File: config.mk
export PLATFORM = sky130hd
export DESIGN_NAME = prog_loader_flat
export DESIGN_NICKNAME = d
export VERILOG_FILES = /design/src/rtl/prog_loader_pkg.sv /design/src/rtl/prog_loader_if.sv /design/src/rtl/prog_loader.sv /design/src/flat_wrapper.sv
export SDC_FILE = /design/constraint.sdc
export NUM_CORES = 1
export LEC_CHECK = 0
export ABC_AREA = 1
export CAP_MARGIN = 20
export CORE_UTILIZATION = 56
export CTS_CLUSTER_SIZE = 28
export DETAILED_ROUTE_END_ITERATION = 6
export DONT_BUFFER_PORTS = 1
export HOLD_SLACK_MARGIN = 0.1
export PLACE_DENSITY = 0.75
export SLEW_MARGIN = 20
export SYNTH_ARGS = -nofsm -noshare
export SYNTH_HDL_FRONTEND = slang
export SYNTH_SLANG_ARGS = --single-unit
export TNS_END_PERCENT = 30
File: constraint.sdc
create_clock -name clk -period 1.45 [get_ports clk]
set_input_delay 0.0725 -clock clk [delete_from_list [all_inputs] [get_ports clk]]
set_output_delay 0.0725 -clock clk [all_outputs]
set_load 0.02 [all_outputs]
File: src/rtl/prog_loader_pkg.sv
// Shared loader constants, FSM state encoding and header validation.
package prog_loader_pkg;

    localparam int DEPTH = 16;
    localparam int AW = 4;
    localparam logic [7:0] MAGIC = 8'hA5;

    typedef logic [2:0] state_t;
    localparam state_t ST_IDLE = 3'd0;
    localparam state_t ST_HI   = 3'd1;
    localparam state_t ST_LO   = 3'd2;
    localparam state_t ST_WR   = 3'd3;
    localparam state_t ST_CHK  = 3'd4;
    localparam state_t ST_DONE = 3'd5;
    localparam state_t ST_ERR  = 3'd6;

    // Header: magic in [15:8], zero pad in [7:5], instruction count 1..DEPTH in [4:0].
    function automatic logic hdr_ok(input logic [15:0] h);
        return (h[15:8] == MAGIC) && (h[7:5] == 3'b000) &&
               (h[4:0] != 5'd0) && (int'(h[4:0]) <= DEPTH);
    endfunction

endpackage

File: src/rtl/prog_loader_if.sv
// Host word stream plus instruction memory write port.
interface prog_loader_if #(parameter int AW = 4);
    logic [15:0]   in_data;
    logic          in_valid;
    logic          in_ready;
    logic          imem_we;
    logic [AW-1:0] imem_addr;
    logic [31:0]   imem_wdata;

    modport slave (
        input  in_data, in_valid,
        output in_ready, imem_we, imem_addr, imem_wdata
    );

    modport master (
        output in_data, in_valid,
        input  in_ready, imem_we, imem_addr, imem_wdata
    );
endinterface

File: src/rtl/prog_loader.sv
// Fills instruction memory from the host stream and holds the core in reset
// until a checksum-verified program has been written.
module prog_loader
    import prog_loader_pkg::*;
(
    input  logic          clk,
    input  logic          sys_rst,
    prog_loader_if.slave  bus,
    output logic          core_rst,
    output logic          busy,
    output logic          done,
    output logic          err
);

    state_t        state;
    logic [AW-1:0] idx;
    logic [4:0]    n_q;
    logic [15:0]   hi_q;
    logic [15:0]   csum;
    logic          accept;

    assign bus.in_ready = !sys_rst && (state != ST_WR);
    assign accept       = bus.in_valid && bus.in_ready;

    always_ff @(posedge clk) begin
        if (sys_rst) begin
            state          <= ST_IDLE;
            idx            <= '0;
            n_q            <= '0;
            hi_q           <= '0;
            csum           <= '0;
            bus.imem_we    <= 1'b0;
            bus.imem_addr  <= '0;
            bus.imem_wdata <= '0;
            core_rst       <= 1'b1;
            busy           <= 1'b0;
            done           <= 1'b0;
            err            <= 1'b0;
        end else begin
            bus.imem_we <= 1'b0;
            case (state)
                // Any word seen outside a load is a header, even after DONE/ERR.
                ST_IDLE, ST_DONE, ST_ERR: begin
                    if (accept) begin
                        idx      <= '0;
                        csum     <= '0;
                        n_q      <= bus.in_data[4:0];
                        done     <= 1'b0;
                        core_rst <= 1'b1;
                        if (hdr_ok(bus.in_data)) begin
                            state <= ST_HI;
                            busy  <= 1'b1;
                            err   <= 1'b0;
                        end else begin
                            state <= ST_ERR;
                            err   <= 1'b1;
                        end
                    end
                end
                ST_HI: begin
                    if (accept) begin
                        hi_q  <= bus.in_data;
                        csum  <= csum ^ bus.in_data;
                        state <= ST_LO;
                    end
                end
                ST_LO: begin
                    if (accept) begin
                        bus.imem_we    <= 1'b1;
                        bus.imem_addr  <= idx;
                        bus.imem_wdata <= {hi_q, bus.in_data};
                        csum           <= csum ^ bus.in_data;
                        state          <= ST_WR;
                    end
                end
                ST_WR: begin
                    idx   <= idx + AW'(1);
                    state <= ({1'b0, idx} == n_q - 5'd1) ? ST_CHK : ST_HI;
                end
                ST_CHK: begin
                    if (accept) begin
                        busy <= 1'b0;
                        if (bus.in_data == csum) begin
                            state    <= ST_DONE;
                            done     <= 1'b1;
                            core_rst <= 1'b0;
                        end else begin
                            state <= ST_ERR;
                            err   <= 1'b1;
                        end
                    end
                end
                default: begin
                    state <= ST_IDLE;
                    busy  <= 1'b0;
                end
            endcase
        end
    end

endmodule

File: src/flat_wrapper.sv
// flat-port wrapper written by rule: the top's interface ports become plain ports
module prog_loader_flat import prog_loader_pkg::*;
  (clk, sys_rst, core_rst, busy, done, err, bus_in_data, bus_in_valid, bus_in_ready, bus_imem_we, bus_imem_addr, bus_imem_wdata);
  prog_loader_if #(.AW(4)) bus_i ();
  input  logic clk;
  input  logic sys_rst;
  output logic core_rst;
  output logic busy;
  output logic done;
  output logic err;
  input wire logic [$bits(bus_i.in_data)-1:0] bus_in_data;
  input wire logic [$bits(bus_i.in_valid)-1:0] bus_in_valid;
  output wire logic [$bits(bus_i.in_ready)-1:0] bus_in_ready;
  output wire logic [$bits(bus_i.imem_we)-1:0] bus_imem_we;
  output wire logic [$bits(bus_i.imem_addr)-1:0] bus_imem_addr;
  output wire logic [$bits(bus_i.imem_wdata)-1:0] bus_imem_wdata;
  assign bus_i.in_data = bus_in_data;
  assign bus_i.in_valid = bus_in_valid;
  assign bus_in_ready = bus_i.in_ready;
  assign bus_imem_we = bus_i.imem_we;
  assign bus_imem_addr = bus_i.imem_addr;
  assign bus_imem_wdata = bus_i.imem_wdata;
  prog_loader u_core (.clk(clk), .sys_rst(sys_rst), .bus(bus_i), .core_rst(core_rst), .busy(busy), .done(done), .err(err));
endmodule
After elaboration in Yosys (flattened, before gate mapping)
Index checks and enable logic that the tools add are counted.
Widths: inputs -> output; s select.
{ "word_totals": {"register_bits": 85, "romBits": 0, "output_inout_bits": 42, "latch_bits": 0, "ram_bits": 0, "n_memories": 0} }
{ "classes": {"n_reduce_logical": 25, "n_lt_le_gt_ge": 1, "addsub": 2, "n_eq_ne": 18, "n_mul": 0, "n_bitwise": 3, "mux": 30, "div": 0, "shifts": 0} }
{ "ops": {"columns": ["op", "n"], "rows": [
  ["$mux 16", 2],
  ["$pmux 16 s2", 1],
  ["$mux 3", 6],
  ["$eq 16x16->1", 1],
  ["$reduce_and 4->1", 4],
  ["$xor 16x16->16", 1],
  ["$pmux 3 s5", 1],
  ["$ne 2x1->1 const B", 7],
  ["$mux 1", 13],
  ["$eq 3x3->1 const B", 3],
  ["$eq 8x8->1 const B", 1],
  ["$pmux 4 s2", 1],
  ["$reduce_and 2->1", 4],
  ["$eq 3x2->1 const B", 2],
  ["$logic_not 3->1", 2],
  ["$pmux 1 s2", 3],
  ["$reduce_bool 2->1", 3],
  ["$reduce_or 3->1", 2],
  ["$eq 4x5->1", 1],
  ["$le 5x5->1 const B", 1],
  ["$logic_and 1x1->1", 5],
  ["$reduce_bool 5->1", 1],
  ["$sub 5x1->5 const B", 1],
  ["$add 4x1->4 const B", 1],
  ["other kinds (10)", 12]
]} }

Logic depth before layout (Yosys ltp)
{ "depth": {"word_depth": 7, "ltp_mapped": 12, "ltp_nobuf": 12} }

Worst setup path after synthesis
Ideal clock, no wire load.
{ "synth_path": {"kind": "reg-to-reg", "start": "register u_core.state[0]", "end": "register u_core.bus.imem_wdata[21]", "required_time_ns": 1.334, "path_stages_with_launch": 10, "setup_slack_ns": -0.127, "arrival_time_ns": 1.462, "cell_sequence": "dfxtp_1 nand2_1 nor2_4 nor2_4 nand2_4 nor2_1 clkinv_1 buf_2 nor2_1 nor2_1"} }
{ "synth_via": {"elab_chain_cells": 4, "word_cells_on_any_way": 5, "cone_classes": "eq/ne: 2; reduce/logical: 3"} }
{ "synth_lines": {"columns": ["item", "line_no", "source"], "rows": [
  ["from (decl)", "prog_loader.sv:15", "state_t state;"],
  ["from (signal assigned)", "prog_loader.sv:78", "state <= ({1'b0, idx} == n_q - 5'd1) ? ST_CHK : ST_HI;"],
  ["$ne 3x2->1", "prog_loader.sv:22", "assign bus.in_ready = !sys_rst && (state != ST_WR);"],
  ["$logic_and 1x1->1", "prog_loader.sv:22", null],
  ["named net bus_in_ready", "flat_wrapper.sv:13", "output wire logic [$bits(bus_i.in_ready)-1:0] bus_in_ready;"],
  ["$logic_and 1x1->1", "prog_loader.sv:23", "assign accept = bus.in_valid && bus.in_ready;"],
  ["$reduce_and 2->1 (no source line)", null, null],
  ["to (signal assigned)", "prog_loader.sv:71", "bus.imem_wdata <= {hi_q, bus.in_data};"],
  ["to (decl)", "prog_loader_if.sv:12", "output in_ready, imem_we, imem_addr, imem_wdata"]
]} }
The timed path passes the listed nets, and every way through them passes these cells.
A chain may end at the register's enable or synchronous reset.

Final worst setup path
{ "layout_path": {"start": "register u_core.state[1]", "end": "register u_core.hi_q[13]"} }
{ "layout_via": {"elab_chain_cells": 4, "word_cells_on_any_way": 5, "cone_classes": "eq/ne: 2; reduce/logical: 3"} }
{ "layout_lines": {"columns": ["item", "line_no", "source"], "rows": [
  ["$ne 3x2->1", "prog_loader.sv:22", null],
  ["$logic_and 1x1->1", "prog_loader.sv:22", null],
  ["$logic_and 1x1->1", "prog_loader.sv:23", null],
  ["$reduce_and 2->1 (no source line) (*)", null, null],
  ["to (signal assigned)", "prog_loader.sv:62", "hi_q <= bus.in_data;"],
  ["to (decl)", "prog_loader.sv:18", "logic [15:0] hi_q;"]
]} }
Every way passes the cells marked *; elsewhere a longest branch is shown, timed or not.

==> out/metrics.cfg <==
[timing]
fin_crit_sh_pct=109.0
max_freq_mhz=632.5
grt_setup_unrepaired=yes
whs_ns=0.1303
slew_headroom_pct=33.53
min_period_ns=1.581
slew_violations=0
max_slew.worst_pin.slew_ns=0.9938
hold_viol_final=0
fin_skew_ns=0.01161
finalSetupViolations=46
postLayoutSetupSlackWorst_ns=-0.1310
finalSetupTns_ns=-3.189

[placement]
dp_slack_ns=-0.09031
portBuffers=0
place_hpwl_um=5933
dpl.cell_count=582
gp_congestion=0.8560

[clock_tree]
cts_tree=built
cts_sinks=85
cts.path.max_buffers=2
root_buffer=clkbuf_8
cts_inserted_buffers=9
htreeDepth=3
clk_latency_ns=0.36
cts.clk_slew.worst_paths_ns=0.09

[worst_hold_path]
hp-class=in -> reg
min_from=bus_in_data[3]
hold_depth=4
hold_end=u_core.csum[3]

[floorplanning]
die_w_um=82.87
start_util_pct=58.01
std_cell_rows=29
die_y_um=82.87
ios=61
die_area_mm2=0.006867
core_area_mm2=0.006314

[status]
status=finished, violations left
violations=negative setup slack

[synth]
syn-num-nets=529
avgSynthCellArea_um2=7.209
ys_seq_elements=85
ys_types=25
yosysWarnings=0
syn_area_mm2=0.003662
synth_cells=508
async_reset_ff_share_pct=0
synth_edf_count=0
synthFlopType=dfxtp_1
synth-seq-area-share_pct=46.46

[worst_setup_path]
end_kind=flip-flop
critPathMaxFanout=6
regToRegSetupSlack_ns=-0.13
r2r-start=u_core.state[1]
worst_ep_required_time_ns=1.74
start_kind=flip-flop
arrival_ns=1.87
criticalPathCategory=reg -> reg
worst_r2r_path_depth=10
rr_endpoint=u_core.hi_q[13]

[global_routing]
grt_max_degree=54
antenna_found_initial=0
grt_pass1_wl_um=15260
grt_pass1_vias=3295
grt_remaining_overflow=0
track_usage_pct=27.36

[flow_run]
max_cap_viol_count=0

[route]
drt-pass1-iter-count=5
via_count=3628
drtAntennaViolNets=0
route.detailed.drc=0
finalWirelength_um=10160
avgRoutedWirePerCell_um=16.06
viasPerCell=5.731
drt_iter0_drc=373

[pwr]
leakagePower_uw=0.002025
total_power_uw=4946
vdd_ir_drop_max_v=0.0007604
power_density_mw_per_mm2=1061

[layout]
drive_gt1_share_pct=21.58
fin_cells=633
synthToLayoutAreaGrowth_pct=27.33
nFillCells=491
nets=572
diodes=0

==> cell families after synthesis <==
family / count (synthesis) / synth area share [%]
AND/OR/NAND/NOR: 195 / 22.21
AO/OA/AOI/OAI: 144 / 21.49
flip-flops: 85 / 46.46
buffers and inverters: 82 / 9.156
adder cells (fa/ha/maj): 2 / 0.6832
==> sequential cells by signal, summed over array words and instances (netlist names) <==
register and flops:
u_core.hi_q 16, u_core.csum 16, u_core.bus.imem_we 1, u_core.bus.imem_wdata 32, u_core.state 3, u_core.done 1
u_core.core_rst 1, u_core.bus.imem_addr 4, u_core.busy 1, u_core.idx 4, u_core.err 1, u_core.n_q 5
==> synthesized netlist by cell type (4+ instances only) <==
master / number / area share (%)
nand2_1: 103 / 11
dfxtp_1: 85 / 46
a31oi_1: 16 / 2.7
nand4_1: 5 / 0.85
a211oi_1: 16 / 3.3
o21ai_0: 55 / 7.5
buf_4: 5 / 1.0
clkbuf_1: 13 / 1.3
o21ai_1: 7 / 0.96
inv_1: 51 / 5.2
buf_2: 7 / 0.96
nand3_1: 15 / 2.0
nor2_1: 63 / 6.5
a21oi_1: 49 / 6.7
inv_2: 4 / 0.41
==> report_power, final <==
part | leakage, uW | internal (uW) | switching [uW]
sequential | 0.000695 | 2430 | 123
clock | 0.0000914 | 697 | 939
combinational | 0.00124 | 305 | 447
==> through the flow <==
step                      area [um^2]  utilization (%)
final                            4663            73.86
after global routing             4663            73.86
after CTS                        4354            68.97
after detailed placement         3860            61.14
after global placement           3860            61.14
after floorplan                  3690                -
==> metal layers <==
layer,vias to the layer above,track usage [%],part of all wire (%)
li1,1761,-,-
met1,1731,33.99,41
met2,109,46.13,51
met3,27,6.660,5.5
met4,0,9.875,2.2
met5,-,0,0
==> placed cells by master (no fill, tap or decap), types with 2 or more instances in the layout <==
cell type / instances
o21ai_2: 11
nor2_4: 7
nor2_1: 56
nand2_1: 95
nand2_4: 4
inv_4: 2
nor2_2: 4
clkinvlp_4: 2
nand3_1: 12
dlygate4sd3_1: 19
a211oi_1: 16
nand2_2: 6
dfxtp_1: 75
buf_4: 21
nand3_2: 4
clkbuf_8: 10
dfxtp_2: 8
buf_12: 7
o21ai_0: 40
buf_6: 5
a31oi_1: 16
inv_1: 46
nand4_1: 5
o21ai_1: 11
a21oi_2: 8
inv_2: 7
a21oi_1: 41
inv_6: 2
clkbuf_16: 3
dfxtp_4: 2
clkinv_4: 2
==> repair_timing <==
item / in CTS / in global routing
pin swaps: 4 / 25
hold buffers: 18 / 1
resized for setup: 16 / 67
gates cloned: 3 / 4
hold endpoints to repair: 63 / 22
endpoints found under the setup margin: 68 / 83
buffers inserted: 5 / 5
==> how the worst max path moves through the flow <==
stage	slack [ns]	from	cells past startpoint	to
global placement	-0.007	u_core.state[0]	8	u_core.bus.imem_wdata[19]
CTS	-0.07	u_core.state[0]	10	u_core.hi_q[8]
floorplan	0.0008	u_core.state[0]	8	u_core.csum[10]
finish	-0.13	u_core.state[1]	10	u_core.hi_q[13]
detailed placement	-0.09	u_core.state[0]	10	u_core.hi_q[4]
global route	-0.24	u_core.state[0]	10	u_core.hi_q[13]
==> worst max-delay path: stages, from the launching register on <==
cell,delay (ns)
dfxtp_4,0.38
nand2_4,0.08
nor2_4,0.04
nor2_4,0.13
nand2_4,0.08
inv_2,0.07
nand4_1,0.19
inv_4,0.19
buf_12,0.13
o21ai_1,0.07
a21oi_1,0.13
==> final cells by class <==
| cell class | instances | area, um^2 | share of cell area [%] |
|---|---|---|---|
| clock buffer | 10 | 137.6 | 2.951 |
| sequential | 85 | 1719 | 36.87 |
| inverter | 57 | 224.0 | 4.803 |
| multi-input combinational | 342 | 1809 | 38.80 |
| tap | 77 | 96.34 | 2.066 |
| clock inverter | 6 | 52.55 | 1.127 |
| timing repair buffer | 56 | 624.3 | 13.39 |
Note: power is estimated with default switching activity, not from simulation.
